===== src/rtl/instr_encoder_if.sv =====
// Load-session bus for instr_encoder: session control, field bundle handshake,
// instruction-memory write port and session status.
interface instr_encoder_if #(
    parameter int unsigned ADDR_W = 8
);
    logic              start;
    logic [ADDR_W-1:0] base_addr;
    logic [ADDR_W-1:0] count;
    logic              in_valid;
    logic              in_ready;
    logic [4:0]        in_op;
    logic [1:0]        in_mode;
    logic [4:0]        in_src;
    logic [4:0]        in_dst;
    logic [31:0]       in_lit;
    logic              mem_we;
    logic [ADDR_W-1:0] mem_addr;
    logic [48:0]       mem_wdata;
    logic              busy;
    logic              done;
    logic              err;
    logic [ADDR_W-1:0] branch_cnt;
    logic [ADDR_W-1:0] store_cnt;

    modport master (
        output start, base_addr, count, in_valid, in_op, in_mode, in_src, in_dst, in_lit,
        input  in_ready, mem_we, mem_addr, mem_wdata, busy, done, err, branch_cnt, store_cnt
    );

    modport slave (
        input  start, base_addr, count, in_valid, in_op, in_mode, in_src, in_dst, in_lit,
        output in_ready, mem_we, mem_addr, mem_wdata, busy, done, err, branch_cnt, store_cnt
    );
endinterface


===== src/rtl/instr_encoder.sv =====
// Packs instruction field bundles into 49-bit words and writes them to a
// contiguous instruction-memory region, one session per accepted start.
module instr_encoder #(
    parameter int unsigned ADDR_W  = 8,
    parameter logic [4:0]  LAST_OP = 5'h12
) (
    input logic            clk,
    input logic            rst_n,
    instr_encoder_if.slave bus
);
    typedef enum logic [1:0] {
        IDLE = 2'd0,
        LOAD = 2'd1,
        DONE = 2'd2
    } state_t;

    state_t            state;
    logic [ADDR_W-1:0] base_q;
    logic [ADDR_W-1:0] count_q;
    logic [ADDR_W-1:0] index;

    logic [ADDR_W-1:0] index_nxt_c;
    logic              xfer_c;
    logic              legal_c;
    logic              is_branch_c;
    logic              is_store_c;

    // Transfer qualification and opcode classification of the presented bundle
    always_comb begin
        index_nxt_c = index + ADDR_W'(1);
        xfer_c      = (state == LOAD) && bus.in_valid && bus.in_ready;
        legal_c     = (bus.in_op <= LAST_OP);
        is_branch_c = (bus.in_op == 5'h10) || (bus.in_op == 5'h11) || (bus.in_op == 5'h12);
        is_store_c  = (bus.in_op == 5'h02);
    end

    always_ff @(posedge clk or negedge rst_n) begin
        if (!rst_n) begin
            state          <= IDLE;
            base_q         <= '0;
            count_q        <= '0;
            index          <= '0;
            bus.in_ready   <= 1'b0;
            bus.mem_we     <= 1'b0;
            bus.mem_addr   <= '0;
            bus.mem_wdata  <= '0;
            bus.busy       <= 1'b0;
            bus.done       <= 1'b0;
            bus.err        <= 1'b0;
            bus.branch_cnt <= '0;
            bus.store_cnt  <= '0;
        end else begin
            bus.mem_we <= 1'b0;
            bus.done   <= 1'b0;
            case (state)
                IDLE: begin
                    if (bus.start) begin
                        base_q         <= bus.base_addr;
                        count_q        <= bus.count;
                        index          <= '0;
                        bus.err        <= 1'b0;
                        bus.branch_cnt <= '0;
                        bus.store_cnt  <= '0;
                        bus.busy       <= 1'b1;
                        if (bus.count != '0) begin
                            state        <= LOAD;
                            bus.in_ready <= 1'b1;
                        end else begin
                            state    <= DONE;
                            bus.done <= 1'b1;
                        end
                    end
                end
                LOAD: begin
                    if (xfer_c) begin
                        if (legal_c) begin
                            bus.mem_we    <= 1'b1;
                            bus.mem_addr  <= base_q + index;
                            bus.mem_wdata <= {bus.in_op, bus.in_mode, bus.in_src,
                                              bus.in_dst, bus.in_lit};
                            index         <= index_nxt_c;
                            if (is_branch_c) bus.branch_cnt <= bus.branch_cnt + ADDR_W'(1);
                            if (is_store_c)  bus.store_cnt  <= bus.store_cnt + ADDR_W'(1);
                            if (index_nxt_c == count_q) begin
                                state        <= DONE;
                                bus.in_ready <= 1'b0;
                                bus.done     <= 1'b1;
                            end
                        end else begin
                            // Illegal opcode ends the session without a write
                            bus.err      <= 1'b1;
                            state        <= DONE;
                            bus.in_ready <= 1'b0;
                            bus.done     <= 1'b1;
                        end
                    end
                end
                DONE: begin
                    state    <= IDLE;
                    bus.busy <= 1'b0;
                end
                default: begin
                    state        <= IDLE;
                    bus.in_ready <= 1'b0;
                    bus.busy     <= 1'b0;
                end
            endcase
        end
    end
endmodule

===== src/flat_wrapper.sv =====
// flat-port wrapper written by rule: the top's interface ports become plain ports
module instr_encoder_flat 
#(
    parameter int unsigned ADDR_W  = 8,
    parameter logic [4:0]  LAST_OP = 5'h12
)
  (clk, rst_n, bus_start, bus_base_addr, bus_count, bus_in_valid, bus_in_op, bus_in_mode, bus_in_src, bus_in_dst, bus_in_lit, bus_in_ready, bus_mem_we, bus_mem_addr, bus_mem_wdata, bus_busy, bus_done, bus_err, bus_branch_cnt, bus_store_cnt);
  instr_encoder_if #(.ADDR_W(ADDR_W)) bus_i ();
  input logic clk;
  input logic rst_n;
  input wire logic [$bits(bus_i.start)-1:0] bus_start;
  input wire logic [$bits(bus_i.base_addr)-1:0] bus_base_addr;
  input wire logic [$bits(bus_i.count)-1:0] bus_count;
  input wire logic [$bits(bus_i.in_valid)-1:0] bus_in_valid;
  input wire logic [$bits(bus_i.in_op)-1:0] bus_in_op;
  input wire logic [$bits(bus_i.in_mode)-1:0] bus_in_mode;
  input wire logic [$bits(bus_i.in_src)-1:0] bus_in_src;
  input wire logic [$bits(bus_i.in_dst)-1:0] bus_in_dst;
  input wire logic [$bits(bus_i.in_lit)-1:0] bus_in_lit;
  output wire logic [$bits(bus_i.in_ready)-1:0] bus_in_ready;
  output wire logic [$bits(bus_i.mem_we)-1:0] bus_mem_we;
  output wire logic [$bits(bus_i.mem_addr)-1:0] bus_mem_addr;
  output wire logic [$bits(bus_i.mem_wdata)-1:0] bus_mem_wdata;
  output wire logic [$bits(bus_i.busy)-1:0] bus_busy;
  output wire logic [$bits(bus_i.done)-1:0] bus_done;
  output wire logic [$bits(bus_i.err)-1:0] bus_err;
  output wire logic [$bits(bus_i.branch_cnt)-1:0] bus_branch_cnt;
  output wire logic [$bits(bus_i.store_cnt)-1:0] bus_store_cnt;
  assign bus_i.start = bus_start;
  assign bus_i.base_addr = bus_base_addr;
  assign bus_i.count = bus_count;
  assign bus_i.in_valid = bus_in_valid;
  assign bus_i.in_op = bus_in_op;
  assign bus_i.in_mode = bus_in_mode;
  assign bus_i.in_src = bus_in_src;
  assign bus_i.in_dst = bus_in_dst;
  assign bus_i.in_lit = bus_in_lit;
  assign bus_in_ready = bus_i.in_ready;
  assign bus_mem_we = bus_i.mem_we;
  assign bus_mem_addr = bus_i.mem_addr;
  assign bus_mem_wdata = bus_i.mem_wdata;
  assign bus_busy = bus_i.busy;
  assign bus_done = bus_i.done;
  assign bus_err = bus_i.err;
  assign bus_branch_cnt = bus_i.branch_cnt;
  assign bus_store_cnt = bus_i.store_cnt;
  instr_encoder #(.ADDR_W(ADDR_W), .LAST_OP(LAST_OP)) u_core (.clk(clk), .rst_n(rst_n), .bus(bus_i));
endmodule

===== config.mk =====
export PLATFORM = sky130hd
export DESIGN_NAME = instr_encoder_flat
export DESIGN_NICKNAME = d
export VERILOG_FILES = /design/src/rtl/instr_encoder_if.sv /design/src/rtl/instr_encoder.sv /design/src/flat_wrapper.sv
export SDC_FILE = /design/constraint.sdc
export NUM_CORES = 1
export LEC_CHECK = 0
export CAP_MARGIN = 20
export CORE_MARGIN = 5
export CORE_UTILIZATION = 47
export DETAILED_ROUTE_END_ITERATION = 8
export PLACE_DENSITY = 0.8
export SYNTH_ARGS = -nofsm -noshare
export SYNTH_HDL_FRONTEND = slang
export SYNTH_SLANG_ARGS = --single-unit

===== constraint.sdc =====
create_clock -name clk -period 2.3 [get_ports clk]
set_input_delay 0.46 -clock clk [delete_from_list [all_inputs] [get_ports clk]]
set_output_delay 0.46 -clock clk [all_outputs]
set_load 0.1 [all_outputs]

* Word level (Yosys, flattened, before mapping) *
Index checks and enable logic that the tools add are counted.

operators by class
  reductions and logical operators = 16
  shifts and indexed selects = 0
  equal/unequal tests = 15
  $add $sub $neg = 4
  bitwise gates (word level) = 2
  order comparisons = 1
  multiplexer cells = 39
  divide/modulo/power cells = 0
  $mul = 0

operators by type and width
  kind                   count
  $mux W8                9
  $pmux W8 S2            3
  $add A8 B1 Y8 const B  3
  $mux W1                17
  $eq A5 B5 Y1 const B   3
  $reduce_and A5 Y1      3
  $mux W2                5
  $ne A2 B1 Y1 const B   5
  $add A8 B8 Y8          1
  $eq A8 B8 Y1           1
  $reduce_and A4 Y1      2
  $reduce_bool A8 Y1     1
  $pmux W1 S2            3
  $reduce_and A3 Y1      2
  $eq A5 B2 Y1 const B   1
  $le A5 B5 Y1 const B   1
  $ne A2 B2 Y1 const B   2
  $pmux W2 S2            1
  $reduce_and A2 Y1      2
  $ne A3 B3 Y1 const B   1
  $pmux W1 S3            1
  $eq A2 B1 Y1 const B   1
  $eq A2 B2 Y1 const B   1
  $logic_and A1 B1 Y1    2
  4 further kinds        6

storage, ports and cells
  memories kept = 0
  memory bits (read-only) = 0
  bits of input ports = 69
  bits in latches = 0
  word-level logic and storage cells = 90
  register bits after elaboration = 104
  output and inout port bits = 78
  RAM bits = 0

* Logic depth before layout (Yosys ltp) *
Gate-level depths: netlist of run 1.

  depth after elaboration = 7
  gate-level depth with buffers = 8
  gate-level depth less buffers = 8

* Worst setup path before layout of run 1 *
Ideal clock, no wire load.

  kind = register to register
  start = register u_core.bus.in_ready
  end = register u_core.bus.store_cnt[5]
  path buffers = 0
  setup slack = -0.053 ns
  period minus slack after synthesis = 2.353 ns
  library setup time = 0.126 ns
  arrival = 2.226 ns
  required time = 2.174 ns
  stages on the path, launching flop included = 6
  cell sequence = dfrtp_1 -> and3_1 -> a21boi_1 -> o21ai_2 -> or4b_1 -> mux2i_1

between the ends
  word-level cells in the longest chain between the ends = 3

ends and longest elaborated chain
  element                             line                    text
  start, declared                     instr_encoder_if.sv:32  output in_ready, mem_we, mem_addr, mem_wdata, busy, done, err, branch_cnt, store_cnt
  start signal, assigned              instr_encoder.sv:43     bus.in_ready <= 1'b0;
  start signal, assigned              instr_encoder.sv:67     bus.in_ready <= 1'b1;
  start signal, assigned              instr_encoder.sv:86     bus.in_ready <= 1'b0;
  $logic_and A1 B1 Y1                 instr_encoder.sv:31     xfer_c = (state == LOAD) && bus.in_valid && bus.in_ready;
  $ne A2 B1 Y1 (no source line)       --
  $reduce_and A5 Y1 (no source line)  --
  end signal, assigned                instr_encoder.sv:83     if (is_store_c) bus.store_cnt <= bus.store_cnt + ADDR_W'(1);
  end, declared                       instr_encoder_if.sv:32

No other way between the ends.
A chain may end at the register's enable or synchronous reset.

* Worst setup path in the final report of run 1 *
  start = input port bus_in_op[0]
  end = register u_core.bus.store_cnt[5]

between the ends
  word-level cells in the longest chain between the ends = 3
  elaborated cells between the ends (all ways) = 5
  classes of those cells = order compare: 1; eq/ne: 3; reduce/logical: 1

ends and longest elaborated chain
  element                                              line                                      text
  start, declared                                      flat_wrapper.sv:15                        input wire logic [$bits(bus_i.in_op)-1:0] bus_in_op;
  $le A5 B5 Y1 / $eq A5 B2 Y1 (equally long branches)  instr_encoder.sv:32, instr_encoder.sv:34
  $ne A2 B1 Y1 (no source line)                        --
  $reduce_and A5 Y1 (no source line) (*)               --

Every way passes the cells marked *; elsewhere a longest branch is shown, timed or not.

==> impl_metrics.py, run 1 <==
metrics = {
    "synthesis": {
        "synth_most_common_cell": "nand2_1",
        "synth_cells": 523,
        "yosysTopAreaCell": "dfrtp_1",
        "ys_seq_area_frac": 0.549,
        "synth_area_um2": 4740,
        "yosysWarnings": 0,
        "yosys-top-cells-area": "dfrtp_1 55%, nand2_1 17%, o21ai_0 2.7%",
        "avgSynthCellArea_um2": 9.07,
        "ys_ff_latch": 104,
        "synth-edff-count": 0,
        "synth_common_cells": "214 x nand2_1, 104 x dfrtp_1, 26 x o21ai_0, 18 x nor2_1, 16 x clkbuf_1",
        "synthesis.nets": 603,
        "synth_top_area_frac": 0.549,
        "ys.flop_type": "dfrtp_1",
        "async_flop_share": 1.00,
        "synth_cell_types": 49,
    },
    "sta": {
        "hold_ws_ps": 133,
        "slew_headroom": 0.637,
        "fin_crit_sh": 0.947,
        "fmax_ghz": 0.459,
        "setup_viol": 0,
        "fin_crit_ps": 2180,
        "hold_violations": 0,
        "slew_viol_final": 0,
        "tightest_slew_ps": 545,
        "fin_skew_ps": 12.2,
        "rsz0062_at_grt": "no",
    },
    "drt": {
        "postRouteAntennaNets": 0,
        "wirelength_mm": 12.1,
        "first_pass_iters": 4,
        "drtIter0Drc": 218,
        "via_count": 4207,
        "drc": 0,
        "wl_per_cell_um": 14.8,
        "viasPerCell": 5.12,
    },
    "global_route": {
        "grt_pass1_vias": 4268,
        "grt-ovfl-total": 0,
        "grt_pass1_wl_mm": 20.4,
        "grt_max_degree": 105,
        "antenna_found_initial": 0,
        "grt_use_total": 0.198,
    },
    "cts": {
        "path_clk_slew_ps": 100,
        "cts_resized": 0,
        "cts_tree": "built",
        "clk_path_buf_depth": 2,
        "ctsHoldBuffers": 0,
        "post_cts_buffers": 0,
        "cts_made_buffers": 9,
        "clock-root-buffer": "clkbuf_8",
        "htree_num_levels": 3,
        "cts_sinks": 104,
        "clk_latency_ps": 370,
    },
    "layout": {
        "syn_to_final_growth_pct": 37.4,
        "drive_gt1_frac": 0.189,
        "nets": 763,
        "n_antenna_cell": 0,
        "utilization": 0.664,
    },
    "die": {
        "ios": 147,
        "coreArea_um2": 9820,
        "initial_core_util": 0.483,
        "die_area_um2": 12200,
        "die_width_um": 110,
        "die_h_um": 110,
        "core.rowCount": 36,
    },
    "placement": {
        "hpwl_mm": 9.00,
        "gp_congestion": 0.843,
        "io_buffers": 146,
    },
    "worst_setup_path": {
        "cp-end-kind": "flip-flop",
        "crit_required_ps": 2560,
        "cp-start-kind": "input pin",
        "crit_fanout": 8,
        "critPathArrivalTime_ps": 2440,
        "path_class": "in2reg",
    },
    "outcome": {
        "status": "complete, no violations",
    },
    "run": {
        "maxCapViolCount": 0,
    },
    "min_path": {
        "hold_class": "in2async",
    },
}
-- layout by cell type, fill, tap and decap left out, types with 4 or more instances in the layout --
cell type,Yosys,layout
o21a_1,4,4
clkdlybuf4s50_1,0,67
o31ai_1,10,10
clkbuf_8,0,11
o21ai_0,26,25
nor2_1,18,17
nor4_1,5,5
xor2_1,11,11
xnor2_1,12,12
a21oi_1,9,9
a211oi_1,4,4
nand3_1,13,13
inv_1,8,7
dfrtp_1,104,102
nand2_1,214,214
ha_1,10,9
buf_4,0,103
-- per-layer routing --
| layer | part of all wire | up-vias | global-route usage | wire (um) |
|---|---|---|---|---|
| li1 | - | 2055 | - | - |
| met1 | 0.42 | 2023 | 0.240 | 5080 |
| met2 | 0.50 | 115 | 0.345 | 6080 |
| met3 | 0.067 | 14 | 0.0591 | 809 |
| met4 | 0.012 | 0 | 0.0501 | 146 |
| met5 | 0 | - | 0 | 0 |
-- cells by family (layout without fill, tap and decap cells) --
family | after synthesis | in the layout | synth area share
flops | 104 | 104 | 0.549
xor+xnor | 23 | 23 | 0.0425
fa+ha+maj | 11 | 11 | 0.0306
simple gates | 279 | 279 | 0.246
mux | 4 | 4 | 0.00870
buf+inv | 31 | 196 | 0.0264
compound gates | 71 | 71 | 0.0971
-- cell type report --
class                           instances  area, um2
Fill cell                             844       3300
Sequential cell                       104       2610
Multi-Input combinational cell        388       2030
Timing Repair Buffer                  172       1480
Tap cell                              133        166
Clock buffer                           11        151
Clock inverter                          5       48.8
Inverter                                8       30.0
-- worst max-delay path: stages --
cell             delay, ps
clkdlybuf4s50_1        450
or4b_1                 600
o21a_1                 280
or4b_1                 510
mux2i_1                130
-- registers in the layout, indices dropped and copies added, names as in the netlist --
| register | cells |
|---|---|
| u_core.count_q | 8 |
| u_core.bus.err | 1 |
| u_core.bus.mem_we | 1 |
| u_core.bus.branch_cnt | 8 |
| u_core.base_q | 8 |
| u_core.bus.done | 1 |
| u_core.bus.mem_wdata | 49 |
| u_core.state | 2 |
| u_core.index | 8 |
| u_core.bus.mem_addr | 8 |
| u_core.bus.in_ready | 1 |
| u_core.bus.store_cnt | 8 |
| u_core.bus.busy | 1 |
-- stage by stage --
step | cell area [um2] | cells | setup TNS, ps | worst slack, ps
floorplan | 4750 | 523 | 0 | 239
global placement | 6310 | 805 | -770 | -199
detailed placement | 6310 | 805 | -1300 | -242
CTS | 6520 | 821 | 0 | 99.1
global route | 6520 | 821 | 0 | 55.8
finish | 6520 | 821 | 0 | 122
-- worst paths after layout --
kind                                               start                  endpoint  slack (ps)  depth (start not counted)
worst max-delay path                        bus_in_op[0]   u_core.bus.store_cnt[5]         120                          5
worst min-delay path                               rst_n    u_core.bus.mem_addr[6]         130                          2
max in group asynchronous                          rst_n       u_core.bus.in_ready        1740                          2
worst min register to register  u_core.bus.mem_wdata[40]  u_core.bus.mem_wdata[40]         490                          2
worst max register to register           u_core.index[0]       u_core.bus.in_ready         210                          7
min in group clk                u_core.bus.mem_wdata[40]  u_core.bus.mem_wdata[40]         490                          2
Power of run 1 is left out: the tool's default activity adds up to more than one toggle a clock period on the data nets, which glitch-free logic cannot reach.
==> run 2: changes to the inputs <==
--- a/config.mk
+++ b/config.mk
@@ -6,7 +6,7 @@
 export NUM_CORES = 1
 export LEC_CHECK = 0
 export CAP_MARGIN = 20
-export CORE_MARGIN = 5
+export CORE_MARGIN = 4
 export CORE_UTILIZATION = 47
 export DETAILED_ROUTE_END_ITERATION = 8
 export PLACE_DENSITY = 0.8
==> impl_metrics.py, run 2 (same netlist as run 1, synthesis figures left out) <==
metrics = {
    "cts": {
        "cts_sinks": 104,
        "clk_latency_ps": 380,
        "ctsHoldBuffers": 0,
        "cts_tree": "built",
        "clock-root-buffer": "clkbuf_8",
        "htree_num_levels": 3,
        "clk_path_buf_depth": 2,
        "cts_made_buffers": 9,
        "path_clk_slew_ps": 90,
    },
    "worst_setup_path": {
        "r2r-start": "u_core.index[0]",
        "crit_fanout": 11,
        "critPathArrivalTime_ps": 2460,
        "ff2ff_setup_slack_ps": 180,
        "path_class": "in2reg",
        "cp-start-kind": "input pin",
        "crit_required_ps": 2600,
        "crit_start": "bus_in_op[0]",
        "cp-end-kind": "flip-flop",
        "r2r_cells": 8,
        "cp-endpoint": "u_core.bus.store_cnt[5]",
        "rr_endpoint": "u_core.bus.mem_addr[6]",
    },
    "die": {
        "core.rowCount": 36,
        "die_area_um2": 11800,
        "coreArea_um2": 9820,
        "ios": 147,
        "initial_core_util": 0.483,
        "die_width_um": 108,
        "die_h_um": 108,
    },
    "drt": {
        "first_pass_iters": 5,
        "via_count": 4180,
        "wirelength_mm": 11.8,
        "drtIter0Drc": 241,
        "wl_per_cell_um": 14.4,
        "viasPerCell": 5.10,
        "drc": 0,
        "postRouteAntennaNets": 0,
    },
    "min_path": {
        "hold_class": "in2async",
    },
    "sta": {
        "fin_skew_ps": 12.0,
        "fin_crit_sh": 0.938,
        "slew_headroom": 0.526,
        "fmax_ghz": 0.463,
        "fin_crit_ps": 2160,
        "setup_viol": 0,
        "tightest_slew_ps": 711,
        "hold_violations": 0,
        "rsz0062_at_grt": "no",
        "slew_viol_final": 0,
        "tns_ps": 0,
    },
    "layout": {
        "syn_to_final_growth_pct": 38.4,
        "final_common_cell": "nand2_1",
        "nets": 762,
        "regMostFlops": "u_core.bus.mem_wdata",
        "largest_register_ffs": 49,
        "n_antenna_cell": 0,
        "drive_gt1_frac": 0.188,
        "layout_common_cells": "214 x nand2_1, 103 x dfrtp_1, 99 x buf_4",
    },
    "global_route": {
        "grt_max_degree": 55,
        "grt_pass1_wl_mm": 19.4,
        "grt_use_total": 0.208,
        "grt_pass1_vias": 4137,
        "antenna_found_initial": 0,
        "grt-ovfl-total": 0,
    },
    "outcome": {
        "status": "complete, no violations",
    },
    "placement": {
        "gp_congestion": 0.875,
        "io_buffers": 146,
        "hpwl_mm": 8.93,
    },
    "run": {
        "maxCapViolCount": 0,
    },
}
run 2: changes by cell type in the layout (fill, tap and decap cells not counted), sizes merged:
cell | before | now
clkbuf | 11 | 10
buf | 105 | 104
bufinv | 0 | 1
inv | 9 | 10
clkinvlp | 0 | 2
clkinv | 4 | 1
run 2: how the worst min path moves through the flow:
stage | slack [ps] | cells after the start | endpoint | startpoint
4_1_cts | 150 | 1 | u_core.bus.mem_wdata[43] | rst_n
5_1_grt | 170 | 1 | u_core.bus.mem_addr[4] | rst_n
6_report | 120 | 1 | u_core.bus.mem_addr[6] | rst_n
3_3_place_gp | 460 | 2 | u_core.bus.mem_wdata[29] | u_core.bus.mem_wdata[29]
3_5_place_dp | 460 | 2 | u_core.bus.mem_wdata[12] | u_core.bus.mem_wdata[12]
2_1_floorplan | 160 | 0 | u_core.base_q[0] | rst_n
run 2: critical path: stages:
cell             delay, ps
clkdlybuf4s50_1        460
or4b_1                 590
o21a_4                 260
or4b_1                 490
mux2i_1                180
run 2: routing by layer:
layer / share of wire / global-route usage / vias to the layer above
met2: 0.50 / 0.347 / 129
li1: - / - / 2067
met4: 0.020 / 0.0703 / 0
met1: 0.41 / 0.264 / 1966
met5: 0 / 0 / -
met3: 0.072 / 0.0543 / 18
run 2: stage by stage:
stage                     setup slack, ps  hold WS (ps)  cells   util  cell area, um2
after floorplan                       239           164    523      -            4750
after global placement               -244           459    804  0.646            6340
after detailed placement             -300           464    804  0.646            6340
after CTS                            96.3           151    820  0.668            6560
after global routing                 19.3           166    820  0.669            6570
final                                 142           117    820  0.669            6570
run 2: layout make-up:
type / count / area [um2]
Clock inverter: 6 / 73.8
Clock buffer: 10 / 138
Tap cell: 133 / 166
Sequential cell: 104 / 2600
Timing Repair Buffer: 171 / 1510
Fill cell: 838 / 3250
Inverter: 8 / 30.0
Multi-Input combinational cell: 388 / 2040
run 2: timing repair:
action | CTS | global route
endpoints found under the hold margin | 0 | 0
resized for setup | 0 | 3
setup buffers | 0 | 0
endpoints found under the setup margin | 0 | 4
Power of run 2 is left out for the same reason.
==> run 3: changes to the inputs <==
--- a/config.mk
+++ b/config.mk
@@ -6,7 +6,7 @@
 export NUM_CORES = 1
 export LEC_CHECK = 0
 export CAP_MARGIN = 20
-export CORE_MARGIN = 4
+export CORE_MARGIN = 2
 export CORE_UTILIZATION = 47
 export DETAILED_ROUTE_END_ITERATION = 8
 export PLACE_DENSITY = 0.8
==> impl_metrics.py, run 3 (same netlist as run 1, synthesis figures left out) <==
metrics = {
    "outcome": {
        "status": "complete, no violations",
    },
    "die": {
        "die_width_um": 104,
        "ios": 147,
        "core.rowCount": 36,
        "initial_core_util": 0.485,
        "coreArea_um2": 9770,
        "die_area_um2": 10900,
        "die_h_um": 104,
    },
    "layout": {
        "final_common_cell": "nand2_1",
        "syn_to_final_growth_pct": 37.3,
        "drive_gt1_frac": 0.185,
        "regMostFlops": "u_core.bus.mem_wdata",
        "n_antenna_cell": 0,
        "largest_register_ffs": 49,
        "nFillCells": 833,
        "layout_common_cells": "214 x nand2_1, 102 x dfrtp_1, 101 x buf_4",
        "nets": 763,
    },
    "cts": {
        "ctsHoldBuffers": 0,
        "cts_made_buffers": 9,
        "clk_path_buf_depth": 2,
        "path_clk_slew_ps": 90,
        "cts_resized": 0,
        "cts_sinks": 104,
        "clk_latency_ps": 370,
        "post_cts_buffers": 0,
        "clock-root-buffer": "clkbuf_8",
        "htree_num_levels": 3,
        "cts_tree": "built",
    },
    "drt": {
        "drc": 0,
        "postRouteAntennaNets": 0,
        "first_pass_iters": 5,
        "via_count": 4252,
        "wirelength_mm": 12.0,
        "wl_per_cell_um": 14.6,
        "drtIter0Drc": 141,
        "viasPerCell": 5.19,
    },
    "global_route": {
        "grt-ovfl-total": 0,
        "grt_use_total": 0.225,
        "grt_pass1_wl_mm": 19.9,
        "grt_max_degree": 50,
        "antenna_found_initial": 0,
        "grt_pass1_vias": 4179,
    },
    "run": {
        "maxCapViolCount": 0,
    },
    "sta": {
        "hold_violations": 0,
        "fmax_ghz": 0.453,
        "fin_crit_ps": 2210,
        "fin_crit_sh": 0.959,
        "setup_viol": 0,
        "hold_ws_ps": 80.7,
        "tightest_slew_ps": 586,
        "rsz0062_at_grt": "no",
        "slew_headroom": 0.609,
        "tns_ps": 0,
        "slew_viol_final": 0,
        "fin_skew_ps": 10.1,
    },
    "worst_setup_path": {
        "cp-end-kind": "flip-flop",
        "crit_required_ps": 2560,
        "ff2ff_setup_slack_ps": 260,
        "crit_fanout": 8,
        "cp-start-kind": "input pin",
        "r2r-start": "u_core.index[0]",
        "path_class": "in2reg",
        "critPathArrivalTime_ps": 2460,
        "cp-endpoint": "u_core.bus.store_cnt[5]",
        "crit_start": "bus_in_op[0]",
        "r2r_cells": 7,
        "rr_endpoint": "u_core.bus.in_ready",
    },
    "placement": {
        "hpwl_mm": 8.80,
        "gp_congestion": 0.845,
        "io_buffers": 146,
    },
    "min_path": {
        "hold_class": "in2async",
    },
}
run 3: metrics by stage:
stage	cells	util	worst slack, ps	area (um2)
floorplan	523	-	239	4750
global placement	805	0.649	-196	6340
detailed placement	805	0.649	-289	6340
CTS	820	0.666	101	6510
global route	820	0.667	34.0	6520
finish	820	0.667	93.9	6520
run 3: worst min-delay path by stage:
stage	startpoint	endpoint	slack [ps]	depth (start not counted)
after detailed placement	u_core.bus.mem_wdata[19]	u_core.bus.mem_wdata[19]	460	2
after floorplan	rst_n	u_core.base_q[0]	160	0
after global routing	rst_n	u_core.bus.mem_wdata[17]	130	1
after CTS	rst_n	u_core.bus.done	100	1
after global placement	u_core.bus.mem_wdata[29]	u_core.bus.mem_wdata[29]	460	2
final	rst_n	u_core.bus.done	80	1
run 3: routing by layer:
layer	vias up	part of all wire	track usage
li1	2047	-	-
met1	2064	0.42	0.269
met2	120	0.51	0.399
met3	21	0.052	0.0439
met4	0	0.020	0.0878
met5	-	0	0
run 3: area by class of cell:
cell class	instances	area, um2	area share
clock buffer	12	145	0.0223
clock inverter	3	26.3	0.00403
inverter	8	30.0	0.00461
multi-input combinational	388	2030	0.312
sequential	104	2610	0.400
tap	133	166	0.0255
timing repair buffer	172	1510	0.232
run 3: worst max-delay path, cell delays in order:
cell,delay (ps)
clkdlybuf4s50_1,450
or4b_1,600
o21a_1,290
or4b_1,520
mux2i_1,140
Power of run 3 is left out for the same reason.
